==> src/rtl/keypad_press_scanner.sv <==
// Keypad press scanner: rotates a one-hot column drive, debounces the first
// row seen on a column, emits one key code per press and holds until release.
module keypad_press_scanner #(
  parameter int SETTLE      = 4,
  parameter int PRESS_TOP   = 16,
  parameter int RELEASE_TOP = 16
) (
  input  logic       clk,
  input  logic       reset,
  input  logic [3:0] sense,
  output logic [3:0] col,
  output logic [3:0] key,
  output logic       key_valid,
  output logic       holding
);

  localparam int SW = (SETTLE > 1) ? $clog2(SETTLE) : 1;
  localparam int DW = $clog2(PRESS_TOP + 1);
  localparam int RW = $clog2(RELEASE_TOP + 1);

  localparam logic [SW-1:0] SETTLE_LAST  = SW'(SETTLE - 1);
  localparam logic [DW-1:0] DB_INIT      = DW'(PRESS_TOP / 2);
  localparam logic [DW-1:0] DB_LAST      = DW'(PRESS_TOP - 1);
  localparam logic [DW-1:0] DB_ONE       = DW'(1);
  localparam logic [RW-1:0] RELEASE_LAST = RW'(RELEASE_TOP - 1);

  typedef enum logic [1:0] {
    SCAN     = 2'd0,
    DEBOUNCE = 2'd1,
    EMIT     = 2'd2,
    HOLD     = 2'd3
  } state_t;

  // Handshake: none. key_valid is a one-cycle strobe with key stable in the
  // same cycle; there is no back-pressure, a consumer must take it then.
  state_t        state, state_nx;
  logic [1:0]    col_idx, col_idx_nx;
  logic [1:0]    row, row_nx;
  logic [SW-1:0] settle_cnt, settle_nx;
  logic [DW-1:0] db_cnt, db_nx;
  logic [RW-1:0] rel_cnt, rel_nx;
  logic [3:0]    key_q, key_nx;

  // Lowest-numbered pressed row wins when several rows read active.
  function automatic logic [1:0] lowest_row(input logic [3:0] s);
    logic [1:0] r;
    r = 2'd0;
    if (s[3]) r = 2'd3;
    if (s[2]) r = 2'd2;
    if (s[1]) r = 2'd1;
    if (s[0]) r = 2'd0;
    return r;
  endfunction

  always_ff @(posedge clk) begin
    if (reset) begin
      state      <= SCAN;
      col_idx    <= 2'd0;
      row        <= 2'd0;
      settle_cnt <= '0;
      db_cnt     <= DB_INIT;
      rel_cnt    <= '0;
      key_q      <= 4'd0;
    end else begin
      state      <= state_nx;
      col_idx    <= col_idx_nx;
      row        <= row_nx;
      settle_cnt <= settle_nx;
      db_cnt     <= db_nx;
      rel_cnt    <= rel_nx;
      key_q      <= key_nx;
    end
  end

  always_comb begin
    state_nx   = state;
    col_idx_nx = col_idx;
    row_nx     = row;
    settle_nx  = settle_cnt;
    db_nx      = db_cnt;
    rel_nx     = rel_cnt;
    key_nx     = key_q;

    case (state)
      SCAN: begin
        if (settle_cnt == SETTLE_LAST) begin
          if (|sense) begin
            row_nx   = lowest_row(sense);
            db_nx    = DB_INIT;
            state_nx = DEBOUNCE;
          end else begin
            col_idx_nx = col_idx + 2'd1;
            settle_nx  = '0;
          end
        end else begin
          settle_nx = settle_cnt + 1'b1;
        end
      end

      DEBOUNCE: begin
        if (sense[row]) begin
          db_nx = db_cnt + 1'b1;
          if (db_cnt == DB_LAST) begin
            key_nx   = {row, col_idx};
            state_nx = EMIT;
          end
        end else begin
          db_nx = db_cnt - 1'b1;
          if (db_cnt == DB_ONE) begin
            col_idx_nx = col_idx + 2'd1;
            settle_nx  = '0;
            state_nx   = SCAN;
          end
        end
      end

      EMIT: begin
        rel_nx   = '0;
        state_nx = HOLD;
      end

      HOLD: begin
        // Any row activity restarts the release interval.
        if (sense == 4'd0) begin
          rel_nx = rel_cnt + 1'b1;
          if (rel_cnt == RELEASE_LAST) begin
            col_idx_nx = col_idx + 2'd1;
            settle_nx  = '0;
            state_nx   = SCAN;
          end
        end else begin
          rel_nx = '0;
        end
      end

      default: state_nx = SCAN;
    endcase
  end

  assign col       = 4'b0001 << col_idx;
  assign key       = key_q;
  assign key_valid = (state == EMIT);
  assign holding   = (state == EMIT) || (state == HOLD);

endmodule

==> config.mk <==
export PLATFORM = sky130hd
export DESIGN_NAME = keypad_press_scanner
export DESIGN_NICKNAME = d
export VERILOG_FILES = /design/src/rtl/keypad_press_scanner.sv
export SDC_FILE = /design/constraint.sdc
export NUM_CORES = 1
export LEC_CHECK = 0
export CORE_AREA = 2 2 60 62
export DETAILED_ROUTE_END_ITERATION = 6
export DIE_AREA = 0 0 62 64
export GPL_TIMING_DRIVEN = 0
export PLACE_DENSITY_LB_ADDON = 0.12
export SETUP_SLACK_MARGIN = 0.02
export SYNTH_ARGS = -nofsm -noshare
export SYNTH_HDL_FRONTEND = slang
export SYNTH_SLANG_ARGS = --single-unit
export TNS_END_PERCENT = 100
==> constraint.sdc <==
create_clock -name clk -period 3.8 [get_ports clk]
set_input_delay 0.76 -clock clk [delete_from_list [all_inputs] [get_ports clk]]
set_output_delay 0.76 -clock clk [all_outputs]
set_load 0.02 [all_outputs]
[Yosys cells after proc, flatten, opt, wreduce, memory -nomap -nowiden]
Index checks and enable logic that the tools add are counted.
Word-level totals
  register bits after elaboration: 22
  output and inout bits: 10
  word-level logic and storage cells: 75
Operators by class
  add/subtract/negate cells: 5
  order comparisons: 1
  eq/ne operators: 17
  shifts and indexed selects: 1
  multiplexer cells: 31
  reduce and logical (&&, ||, !) cells: 13
Operator list (number)
  $mux W2: 20
  $mux W5: 4
  $pmux W5 S2: 2
  $ne A2 B2 Y1 const B: 7
  $pmux W2 S3: 2
  $reduce_and A6 Y1: 2
  $add A5 B1 Y5 const B: 2
  $eq A5 B4 Y1 const B: 2
  $ne A3 B3 Y1 const B: 3
  $reduce_and A3 Y1: 3
  $pmux W2 S4: 1
  $reduce_and A7 Y1: 1
  $eq A2 B2 Y1 const B: 3
  $eq A5 B1 Y1 const B: 1
  $sub A5 B1 Y5 const B: 1
  $add A2 B1 Y2 const B: 2
  $logic_not A4 Y1: 1
  $reduce_bool A2 Y1: 2
  $reduce_or A4 Y1: 1
  $shl A1 B2 Y4 const A: 1
  $lt A2 B3 Y1 const B: 1
  $reduce_bool A3 Y1: 1
  $bmux W1 S2: 1
  $eq A2 B1 Y1 const B: 1
  3 further kinds: 3

[Depth between registers and ports, before layout]
Gate-level depths: netlist of the first run.
  depth in word-level cells: 4
  depth in mapped cells: 6
  depth with buffers taken out: 6

[Worst setup path before layout of the first run]
Ideal clock, no wire load.
  path type: input to register
  start point: input sense[0]
  end point: register col_idx[0]
  library setup time: 0.123 ns
  arrival time: 2.045 ns
  data required time: 3.677 ns
  slack: 1.631 ns
  stages on the path: 4
  buffers on the path: 0
  cells stage by stage: nor4_2 -> nand3_1 -> a221oi_2 -> mux2_1
On the way
  longest elaborated chain between the ends: 4
  elaborated cells on any way between the ends: 8
RTL lines
  from (decl): line 10  | input logic [3:0] sense,
  $bmux W1 S2: line 101  | if (sense[row]) begin
  $mux W1 (implied by the code): line 101
  $ne A2 B2 Y1 (no line)
  $reduce_and A7 Y1 (no line) (*)
  to (signal assigned): line 66  | col_idx <= col_idx_nx;
  to (decl): line 37  | logic [1:0] col_idx, col_idx_nx;
Mark *: on every way between the ends. The rest lies on a longest branch, timed or not. The select of a mux whose other input is x is not followed.
A chain may end at the register's enable or synchronous reset.

==> metrics.yaml, run 1 <==
cts_htree_levels: 1
nets: 185
placement_rows: 21
timing.hold.ws_ps: 468
hpwlAfterDp_um: 2090
route.antenna.remaining_nets: 0
cts_resized: 0
dpl_cell_area_sq_um: 1490
insertion_delay_ps: 320
wl_met3_um: 119
cts.sinks: 22
firstDrtPassIters: 4
antenna_found_initial: 0
drc: 0
critPathArrivalTime_ps: 2120
worst_slew_pin_slew_ps: 512
n_fill_cell: 325
routed_wl_um: 2800
hold_path.class: "reg2reg"
drv_cap: 0
synth_area_sq_um: 1280
layout_commonest_cell: "dfxtp_1"
slowest_stage: "clkdlybuf4s50_1"
critPathRequiredTime_ps: 3040
cellLeakagePower_nw: 0.584
critPathMostFrequentCell: "clkbuf_1"
vias: 1117
p_switching_w: 0.000188
grt-ovfl-total: 0
ys_ff_latch: 22
final.min_clock_period_ps: 2880
drive_gt1_share_pct: 6.59
placedCellCount: 209
fin_area_sq_um: 1520
vias_per_cell: 5.24
setup_viol: 0
multiInputGateArea_sq_um: 777
met2WireLength_um: 1300
io_buffers: 15
regArea_sq_um: 440
root_buffer: "clkbuf_4"
yosysTopAreaCell: "dfxtp_1"
outcome: "finished clean"
rsz0062_at_grt: "no"
core_area_sq_um: 3280
grt_max_degree: 13
synth_nets: 165
seqPwrFrac_pct: 48.2
ys_seq_area_share_pct: 34.4
drt_iter0_markers: 39
peakVddDrop_mv: 0.159
holdBufCountCts: 0
pwr-share-comb_pct: 28.1
wire_per_inst_um: 13.2
synth.avg_cell_area_sq_um: 8.64
slew_viol_final: 0
powerDensity_nw_per_um2: 375
m1WireLength_um: 1320
highest_layer: "met4"
area_growth_pct: 19.1
grt_first_pass_wirelength_um: 4940
synthTopCellsByArea: "dfxtp_1 34%, ha_1 11%, mux2i_1 4.7%, nand2_1 4.4%, nor2_1 4.1%"
ys_types: 42
cts_buffer_depth: 2
swShare_pct: 33.0
synth_top_area_share_pct: 34.4
post-cts-setup-buffers: 0
synthCells: 148
relSlewSlack_pct: 65.5
cp-start-kind: "flip-flop"
die-area_sq_um: 3970
io_pins: 16
routabilityCongestion: 0.838
initial_core_util_pct: 38.9
cp-end-kind: "primary output"
path_cells: "clkbuf_1 > clkbuf_1 > nor2b_1 > clkdlybuf4s50_1"
final.setup.tns_ps: 0
ys_warn_count: 0
die_w_um: 62
cts_tree: "done"
slowest_delay_ps: 610
clkPwrFrac_pct: 23.7
fin_skew_ps: 7.47
fin_cells: 213
cp_max_fo: 10
grt_use_total_pct: 16.5
finalHoldViolations: 0
fin_crit_sh_pct: 75.8
cts-buffers-inserted: 3
antenna_cells: 0
path_class: "reg2out"
clk_pin_slew_worst_paths_ps: 130
p_int_w: 0.000383
final_cell_mix: "22 x dfxtp_1, 15 x nand2_1, 15 x clkdlybuf4s50_1"
fmax_ghz: 0.347
die_y_um: 64
grt_pass1_vias: 1075
## through the flow
stage | setup WS (ps) | util (%) | power [W]
after floorplan | 1630 | - | 0.000394
after global routing | 779 | 46.4 | 0.000621
after global placement | 868 | 45.3 | 0.000435
after CTS | 883 | 46.4 | 0.000580
final | 919 | 46.4 | 0.000571
after detailed placement | 856 | 45.3 | 0.000438
## Yosys cell counts
| library cell | count |
|---|---|
| nand2b_1 | 4 |
| nor4_2 | 1 |
| a21oi_1 | 7 |
| o21bai_1 | 1 |
| and3_1 | 2 |
| a21bo_2 | 1 |
| a22oi_1 | 1 |
| or4_1 | 2 |
| buf_1 | 1 |
| nor2_1 | 14 |
| a22o_1 | 1 |
| nor4b_1 | 1 |
| a31oi_1 | 5 |
| mux2i_1 | 6 |
| xnor2_1 | 2 |
| mux4_2 | 1 |
| nand2_1 | 15 |
| nand3b_1 | 2 |
| buf_2 | 1 |
| clkbuf_1 | 5 |
| o2111ai_1 | 1 |
| nor3b_1 | 1 |
| a41oi_1 | 1 |
| o22ai_1 | 2 |
| a211oi_1 | 2 |
| nand3_1 | 5 |
| nor2b_1 | 3 |
| inv_1 | 9 |
| ha_1 | 11 |
| and2_1 | 3 |
| o21ai_0 | 2 |
| dfxtp_1 | 22 |
| mux2_2 | 2 |
| a221oi_2 | 1 |
| o41a_1 | 1 |
| mux2_1 | 1 |
| nand4_1 | 1 |
| or3_1 | 2 |
| nor3_1 | 1 |
| a32oi_1 | 1 |
| a311oi_1 | 1 |
| o211ai_1 | 2 |
## cell type report
| class | count | area share [%] |
|---|---|---|
| sequential | 22 | 28.9 |
| tap | 46 | 3.78 |
| multi-input combinational | 110 | 51.0 |
| inverter | 9 | 2.22 |
| timing repair buffer | 15 | 9.86 |
| clock buffer | 4 | 2.38 |
| buffer | 7 | 1.81 |
## cells by family (layout without fill, tap and decap cells)
logic type	count (synthesis)	in the layout	share of synthesized area (%)
XOR/XNOR	2	2	1.37
flip-flops	22	22	34.4
adder cells (fa/ha/maj)	11	11	10.8
buffers and inverters	16	35	4.79
AO/OA/AOI/OAI	30	30	16.7
AND/OR/NAND/NOR	57	57	22.8
multiplexers	10	10	9.10
## worst paths after layout
check                          start                      end  slack, ps  cells after the start
max                        flip-flop                key_valid        920                      4
min           db_cnt[4]$_SDFFE_PP0P_   db_cnt[4]$_SDFFE_PP0P_        470                      2
max reg2reg  rel_cnt[0]$_SDFFE_PP0P_  col_idx[0]$_SDFFE_PP0P_       1870                      6
min reg2reg   db_cnt[4]$_SDFFE_PP0P_   db_cnt[4]$_SDFFE_PP0P_        470                      2
## per-layer routing
layer | GRT usage [%] | vias up
met5 | 0 | -
met4 | 7.18 | 0
met3 | 2.23 | 5
met2 | 24.9 | 27
met1 | 23.0 | 516
li1 | - | 569
## worst max-delay path: cells and delay by family, from the launching register on
family,cells,cell delay [ps]
simple gates,1,180
buf+inv,3,1290
flops,1,330
## registers in the layout (all words and copies together) (netlist names), named ones only
name,flops
settle_cnt,2
state,1
db_cnt,5
row,2
col_idx,2
rel_cnt,5
key,4
## power groups by stage
stage | Clock [W] | Combinational, W | Sequential, W
final | 0.000135 | 0.000161 | 0.000275
after CTS | 0.000144 | 0.000160 | 0.000275
after global routing | 0.000158 | 0.000183 | 0.000280
after floorplan | 0 | 0.000119 | 0.000275
after global placement | 0 | 0.000156 | 0.000280
after detailed placement | 0 | 0.000158 | 0.000280
Power figures use the tool's default switching activity.
==> run 2: changes to the inputs <==
==> constraint.sdc (replaced) <==
create_clock -name clk -period 2.95 [get_ports clk]
set_input_delay 0.59 -clock clk [delete_from_list [all_inputs] [get_ports clk]]
set_output_delay 0.59 -clock clk [all_outputs]
set_load 0.02 [all_outputs]
==> results of run 2 <==
Same layout as run 1 (identical final DEF). Status: finished clean.
Among the figures that moved: setup slack after placement 856 ps -> 176 ps; setup slack after layout 919 ps -> 239 ps; register-to-register setup slack 1870 ps -> 1020 ps; total power 0.000571 W -> 0.000735 W; worst IR drop on VDD 0.159 mV -> 0.205 mV
